<file path="src/rtl/tagged_array_reader_if.sv">
// Write port and buffered read request/response bus of the tag-labelled array reader.
interface tagged_array_reader_if #(
  parameter int DW = 3,
  parameter int CW = 8
);
  logic          wr_en;
  logic [3:0]    wr_idx;
  logic          wr_tag;
  logic [DW-1:0] wr_data;
  logic          rd_req;
  logic [3:0]    rd_idx;
  logic          rd_ready;
  logic          rd_ack;
  logic          rd_low_valid;
  logic [DW-1:0] rd_low_data;
  logic          rd_high_valid;
  logic [DW-1:0] rd_high_data;
  logic [CW-1:0] rd_high_cnt;

  modport master (
    output wr_en, wr_idx, wr_tag, wr_data, rd_req, rd_idx, rd_ack,
    input  rd_ready, rd_low_valid, rd_low_data, rd_high_valid, rd_high_data, rd_high_cnt
  );

  modport slave (
    input  wr_en, wr_idx, wr_tag, wr_data, rd_req, rd_idx, rd_ack,
    output rd_ready, rd_low_valid, rd_low_data, rd_high_valid, rd_high_data, rd_high_cnt
  );
endinterface

</file>
<file path="src/rtl/tagged_array_reader.sv">
// 16-entry tagged array with a one-deep read response buffer; responses are steered
// to the low or high port by the captured entry tag.
module tagged_array_reader #(
  parameter int ENTRIES = 16,
  parameter int DW      = 3,
  parameter int CW      = 8
) (
  input  logic                  clk,
  input  logic                  rst_n,
  tagged_array_reader_if.slave  bus
);
  typedef enum logic {EMPTY, FULL} state_t;

  logic          tags_reg [ENTRIES];
  logic [DW-1:0] data_reg [ENTRIES];

  state_t        state_reg, state_next;
  logic          buf_tag_reg, buf_tag_next;
  logic [DW-1:0] buf_data_reg, buf_data_next;
  logic [CW-1:0] cnt_reg, cnt_next;
  logic          ready;
  logic          accept;

  // Tag and data are always written as a pair so an entry never holds a mixed label.
  always_ff @(posedge clk) begin
    if (!rst_n) begin
      for (int i = 0; i < ENTRIES; i++) begin
        tags_reg[i] <= 1'b0;
        data_reg[i] <= '0;
      end
    end else if (bus.wr_en) begin
      tags_reg[bus.wr_idx] <= bus.wr_tag;
      data_reg[bus.wr_idx] <= bus.wr_data;
    end
  end

  always_ff @(posedge clk) begin
    if (!rst_n) begin
      state_reg    <= EMPTY;
      buf_tag_reg  <= 1'b0;
      buf_data_reg <= '0;
      cnt_reg      <= '0;
    end else begin
      state_reg    <= state_next;
      buf_tag_reg  <= buf_tag_next;
      buf_data_reg <= buf_data_next;
      cnt_reg      <= cnt_next;
    end
  end

  // Capture reads the pre-write array contents, so a same-cycle write is never seen.
  always_comb begin
    state_next    = state_reg;
    buf_tag_next  = buf_tag_reg;
    buf_data_next = buf_data_reg;
    cnt_next      = cnt_reg;
    ready         = 1'b1;
    case (state_reg)
      EMPTY:   ready = 1'b1;
      FULL:    ready = bus.rd_ack;
      default: ready = 1'b1;
    endcase
    accept = bus.rd_req & ready;
    if (accept) begin
      state_next    = FULL;
      buf_tag_next  = tags_reg[bus.rd_idx];
      buf_data_next = data_reg[bus.rd_idx];
      if (tags_reg[bus.rd_idx] && (cnt_reg != {CW{1'b1}}))
        cnt_next = cnt_reg + CW'(1);
    end else if ((state_reg == FULL) && bus.rd_ack) begin
      state_next = EMPTY;
    end
  end

  // Valids depend only on state and tag; data ports are zeroed when their valid is low.
  assign bus.rd_ready      = ready;
  assign bus.rd_low_valid  = (state_reg == FULL) && !buf_tag_reg;
  assign bus.rd_high_valid = (state_reg == FULL) &&  buf_tag_reg;
  assign bus.rd_low_data   = bus.rd_low_valid  ? buf_data_reg : '0;
  assign bus.rd_high_data  = bus.rd_high_valid ? buf_data_reg : '0;
  assign bus.rd_high_cnt   = cnt_reg;
endmodule

</file>
<file path="src/flat_wrapper.sv">
// flat-port wrapper written by rule: the top's interface ports become plain ports
module tagged_array_reader_flat 
#(
  parameter int ENTRIES = 16,
  parameter int DW      = 3,
  parameter int CW      = 8
)
  (clk, rst_n, bus_wr_en, bus_wr_idx, bus_wr_tag, bus_wr_data, bus_rd_req, bus_rd_idx, bus_rd_ack, bus_rd_ready, bus_rd_low_valid, bus_rd_low_data, bus_rd_high_valid, bus_rd_high_data, bus_rd_high_cnt);
  tagged_array_reader_if #(.DW(DW), .CW(CW)) bus_i ();
  input  logic clk;
  input  logic rst_n;
  input wire logic [$bits(bus_i.wr_en)-1:0] bus_wr_en;
  input wire logic [$bits(bus_i.wr_idx)-1:0] bus_wr_idx;
  input wire logic [$bits(bus_i.wr_tag)-1:0] bus_wr_tag;
  input wire logic [$bits(bus_i.wr_data)-1:0] bus_wr_data;
  input wire logic [$bits(bus_i.rd_req)-1:0] bus_rd_req;
  input wire logic [$bits(bus_i.rd_idx)-1:0] bus_rd_idx;
  input wire logic [$bits(bus_i.rd_ack)-1:0] bus_rd_ack;
  output wire logic [$bits(bus_i.rd_ready)-1:0] bus_rd_ready;
  output wire logic [$bits(bus_i.rd_low_valid)-1:0] bus_rd_low_valid;
  output wire logic [$bits(bus_i.rd_low_data)-1:0] bus_rd_low_data;
  output wire logic [$bits(bus_i.rd_high_valid)-1:0] bus_rd_high_valid;
  output wire logic [$bits(bus_i.rd_high_data)-1:0] bus_rd_high_data;
  output wire logic [$bits(bus_i.rd_high_cnt)-1:0] bus_rd_high_cnt;
  assign bus_i.wr_en = bus_wr_en;
  assign bus_i.wr_idx = bus_wr_idx;
  assign bus_i.wr_tag = bus_wr_tag;
  assign bus_i.wr_data = bus_wr_data;
  assign bus_i.rd_req = bus_rd_req;
  assign bus_i.rd_idx = bus_rd_idx;
  assign bus_i.rd_ack = bus_rd_ack;
  assign bus_rd_ready = bus_i.rd_ready;
  assign bus_rd_low_valid = bus_i.rd_low_valid;
  assign bus_rd_low_data = bus_i.rd_low_data;
  assign bus_rd_high_valid = bus_i.rd_high_valid;
  assign bus_rd_high_data = bus_i.rd_high_data;
  assign bus_rd_high_cnt = bus_i.rd_high_cnt;
  tagged_array_reader #(.ENTRIES(ENTRIES), .DW(DW), .CW(CW)) u_core (.clk(clk), .rst_n(rst_n), .bus(bus_i));
endmodule
</file>
<file path="config.mk">
export PLATFORM = sky130hd
export DESIGN_NAME = tagged_array_reader_flat
export DESIGN_NICKNAME = d
export VERILOG_FILES = /design/src/rtl/tagged_array_reader_if.sv /design/src/rtl/tagged_array_reader.sv /design/src/flat_wrapper.sv
export SDC_FILE = /design/constraint.sdc
export NUM_CORES = 1
export LEC_CHECK = 0
export ABC_AREA = 1
export CAP_MARGIN = 20
export CORE_ASPECT_RATIO = 1.5
export CORE_MARGIN = 2
export CORE_UTILIZATION = 40
export CTS_CLUSTER_DIAMETER = 100
export CTS_CLUSTER_SIZE = 8
export DETAILED_ROUTE_END_ITERATION = 8
export PLACE_DENSITY = 0.7
export SLEW_MARGIN = 10
export SYNTH_ARGS = -nofsm -noshare
export SYNTH_HDL_FRONTEND = slang
export SYNTH_SLANG_ARGS = --single-unit
</file>
<file path="constraint.sdc">
create_clock -name clk -period 4.3 [get_ports clk]
set_input_delay 1.29 -clock clk [delete_from_list [all_inputs] [get_ports clk]]
set_output_delay 1.29 -clock clk [all_outputs]
set_load 0.1 [all_outputs]
</file>
# == After elaboration in Yosys (flattened, before gate mapping) ==
# Memory sizes are Yosys's and may differ from the RTL's. A register that Yosys moved wholly into a read port is not among the register bits.
# Cells that the tools add are included.
# totals
regBits,10
ramBits,64
in_bits,17
output_inout_bits,17
word_cells,34
memories,2
# op_classes
addsub,1
eq_ne,1
muxes,15
bitwise_logic,2
n_reduce_logical,10
# mem_list
memory,depth,word_bits,read_ports,rd_ports_with_merged_regs,wr,line,text
u_core.data_reg,16,3,1,1,16,tagged_array_reader.sv:15,logic [DW-1:0] data_reg [ENTRIES];
u_core.tags_reg,16,1,1,0,16,tagged_array_reader.sv:14,logic tags_reg [ENTRIES];
# op_table
cell,count
$mux 1,9
$mux 3,3
$add 8x1->8 const B,1
$mux 4,2
$ne 8x8->1 const B,1
$logic_and 1x1->1,4
$reduce_or 3->1,1
$logic_not 1->1,2
$pmux 1 s2,1
$reduce_and 2->1,1
$reduce_bool 2->1,1
$and 1x1->1,1
$not 1->1,1
$reduce_or 1->1,1

# == Depth between registers and ports, before layout ==
# logic_depth
ltp_word,5
mapped_depth,13
depth_no_buf,11

# == Worst setup path before layout ==
# No wires, ideal clock.
# synth_path
kind,reg2out
start,reg u_core.state_reg
end,out bus_rd_low_data[0]
t_arrival_ns,3.175
required_ns,3.010
slack_ns,-0.165
stages_incl_launch_ff,5
path_buffers,0
path_cell_list,dfxtp_1 inv_2 nor2_1 inv_1 nor2_1
# synth_between
elab_chain_len,2
# synth_lines
item,line,text
"start, declared",tagged_array_reader.sv:17,"state_t state_reg, state_next;"
"start signal, assigned",tagged_array_reader.sv:44,state_reg <= state_next;
$logic_and 1x1->1,tagged_array_reader.sv:77,assign bus.rd_low_valid = (state_reg == FULL) && !buf_tag_reg;
net bus_rd_low_valid,flat_wrapper.sv:20,output wire logic [$bits(bus_i.rd_low_valid)-1:0] bus_rd_low_valid;
$mux 3,tagged_array_reader.sv:79,assign bus.rd_low_data = bus.rd_low_valid ? buf_data_reg : '0;
"end, declared",flat_wrapper.sv:21,output wire logic [$bits(bus_i.rd_low_data)-1:0] bus_rd_low_data;
# The timed path passes the listed nets, and every way through them passes these cells.

# == Final worst setup path ==
# layout_path
start,in bus_rd_ack
end,out bus_rd_ready
# layout_between
elab_chain_len,1
# layout_lines
item,line,text
"start, declared",flat_wrapper.sv:18,input wire logic [$bits(bus_i.rd_ack)-1:0] bus_rd_ack;
$pmux 1 s2,tagged_array_reader.sv:58,case (state_reg)
"end, declared",flat_wrapper.sv:19,output wire logic [$bits(bus_i.rd_ready)-1:0] bus_rd_ready;
# Every way passes these cells.

==> results.yml <==
die:
  dieArea_um2: 10100
  initial_core_util_pct: 40.7
  num_rows: 43
  boundaryPins: 34
  die_height_um: 122
  die_w_um: 82.8
  core_um2: 9150
layout:
  seqCellArea_um2: 2020
  final_nets: 492
  stdcell_count: 591
  syn_to_final_growth_pct: 16.8
  largest_reg_flops: 48
  fillers: 867
  final_cell_mix: "nor2_1 (108), nand2_1 (73), inv_1 (55)"
  layout-drive-gt1-share_pct: 6.68
  multi_input_area_um2: 1360
  layout_commonest_cell: "nor2_1"
  final_util_pct: 47.6
  n_antenna_cell: 0
setup_path:
  critPathMaxStageDelay_ps: 390
  rrSetupSlack_ps: 2530
  crit_path_start_kind: "primary input"
  cp_max_fo: 3
  worstSetupPathType: "in2out"
  rr_endpoint: "u_core.bus.rd_high_cnt[3]"
  arrival_ps: 2150
  timing.rr.start: "u_core.bus.rd_high_cnt[0]"
  rr_worst_depth: 11
  worst_setup_path_end_kind: "primary output"
  critPathSlowestCell: "clkdlybuf4s50_1"
  cp.required_ps: 3010
  cp_cell_sequence: "clkdlybuf4s50_1 > or2_1 > buf_12"
sta:
  setup_tns_ps: 0
  slew_violations: 0
  rsz0062_at_grt: "false"
  max-slew-margin-rel_pct: 35.1
  setup_viol: 0
  timing.final.ws_setup_ps: 859
  finClkSkew_ps: 4.29
  tightest_slew_ps: 971
  finalHoldViolations: 0
  period_share_pct: 80.0
  max_freq_mhz: 291
  period_needed_ps: 3440
clock_network:
  cts_num_sinks: 77
  htreeDepth: 3
  cts_tree: "done"
  cts_buffer_depth: 2
  postCtsSetupRepairBufs: 0
  path_clk_slew_ps: 50
  cts-hold-fix-buffers: 0
  clk_latency_ps: 340
  cts_resized: 0
  cts_buffers: 9
  clockRootBuffer: "clkbuf_16"
detailed_routing:
  routed_wl_um: 8950
  drtIter0Drc: 213
  firstDrtPassIters: 4
  drtAntennaViolNets: 0
  vias_per_cell: 5.23
  drc: 0
  vias: 3093
  routedWlPerCell_um: 15.1
power_and_ir_drop:
  p_leak_nw: 1.75
  irDropWorstVdd_mv: 0.212
  p_per_area_nw_per_um2: 392
grt:
  grt_most_used_layer: "met2"
  grt_max_degree: 36
  use_met1_pct: 19.3
  grt_pass1_wl_um: 14100
  grt_antenna_before_repair: 0
  grt_usage_pct: 19.3
  gr-total-overflow: 0
  met2_usage_pct: 36.9
  grt_pass1_vias: 2997
  use_met3_pct: 2.74
job:
  max-cap-violations: 0
hold_path:
  worstHoldPathCells: 2
  hold_class: "reg2reg"
  hp-start: "u_core.tags_reg[3]"
  hold_path_end: "u_core.tags_reg[3]"
yosys:
  netlist_area_um2: 3720
  yosysSeqAreaShare_pct: 54.3
  yosys_warnings: 0
  ys_types: 27
  synth_nets: 465
  synth_seq_cells: 77
  syn_inst: 447
  avgSynthCellArea_um2: 8.33
placement:
  place_hpwl_um: 6210
  dp_slack_ps: 860
  dp_cells: 575
  io_buffer_count: 33
  place_congestion: 0.810
status:
  status: "finished, final reports clean"
cell usage after synthesis, drive strengths merged:
| cell type | n | area, um^2 |
|---|---|---|
| nor3 | 5 | 25.0 |
| ha | 1 | 12.5 |
| a21oi | 2 | 10.0 |
| nand3 | 40 | 245 |
| xnor2 | 1 | 8.76 |
| dfxtp | 29 | 581 |
| clkinv | 1 | 5.00 |
| nand2 | 79 | 312 |
| o22ai | 16 | 100 |
| or2 | 2 | 12.5 |
| buf | 15 | 110 |
| clkbuf | 5 | 18.8 |
| xor2 | 1 | 8.76 |
| o21ai | 22 | 110 |
| edfxtp | 48 | 1440 |
| inv | 57 | 214 |
| nand4 | 5 | 31.3 |
| nor2 | 109 | 412 |
| o211ai | 9 | 67.6 |
critical path, delay by kind of cell:
kind	cells	cell delay [ps]
buf+inv	2	580
simple gates	1	280
worst max-delay path by stage:
stage / start / end / slack, ps / cells after the start
after floorplan: u_core.state_reg / bus_rd_low_data[0] / -160 / 4
after global placement: bus_rd_ack / bus_rd_ready / 840 / 3
after detailed placement: bus_rd_ack / bus_rd_ready / 860 / 3
after CTS: bus_rd_ack / bus_rd_ready / 850 / 3
after global routing: u_core.state_reg / bus_rd_low_data[1] / 790 / 5
final: bus_rd_ack / bus_rd_ready / 860 / 3
where the power goes:
part	switching, W	internal [W]
clock network	0.000271	0.000392
registers	0.0000134	0.000819
logic	0.000149	0.0000588
total	0.000433	0.00127
logic make-up after synthesis:
group | after synthesis | share of synthesized area [%]
xor gates and xnor gates | 2 | 0.470
adders and majority gates | 1 | 0.336
DFF | 77 | 54.3
and+or+nand+nor | 240 | 27.8
buffers and inverters | 78 | 9.34
AOI/OAI and AO/OA | 49 | 7.73
per-stage QoR:
stage	hold slack [ps]	power [W]	instance area, um^2
after floorplan	448	0.000996	3720
after global placement	458	0.00105	4100
after detailed placement	467	0.00105	4100
after CTS	478	0.00171	4350
after global routing	502	0.00177	4350
final	476	0.00170	4350
area by class of cell:
type                       count  area share, %
clock buffer                  16           5.78
multi-input combinational    292           31.1
sequential                    77           46.5
tap                          112           3.22
inverter                      58           5.03
timing repair buffer          36           8.34
metal layers:
metal	up-vias	share of wire (%)
met5	-	0
met4	0	2.6
met3	17	6.2
met2	103	56
met1	1457	35
li1	1516	-
Power figures use the tool's default switching activity.
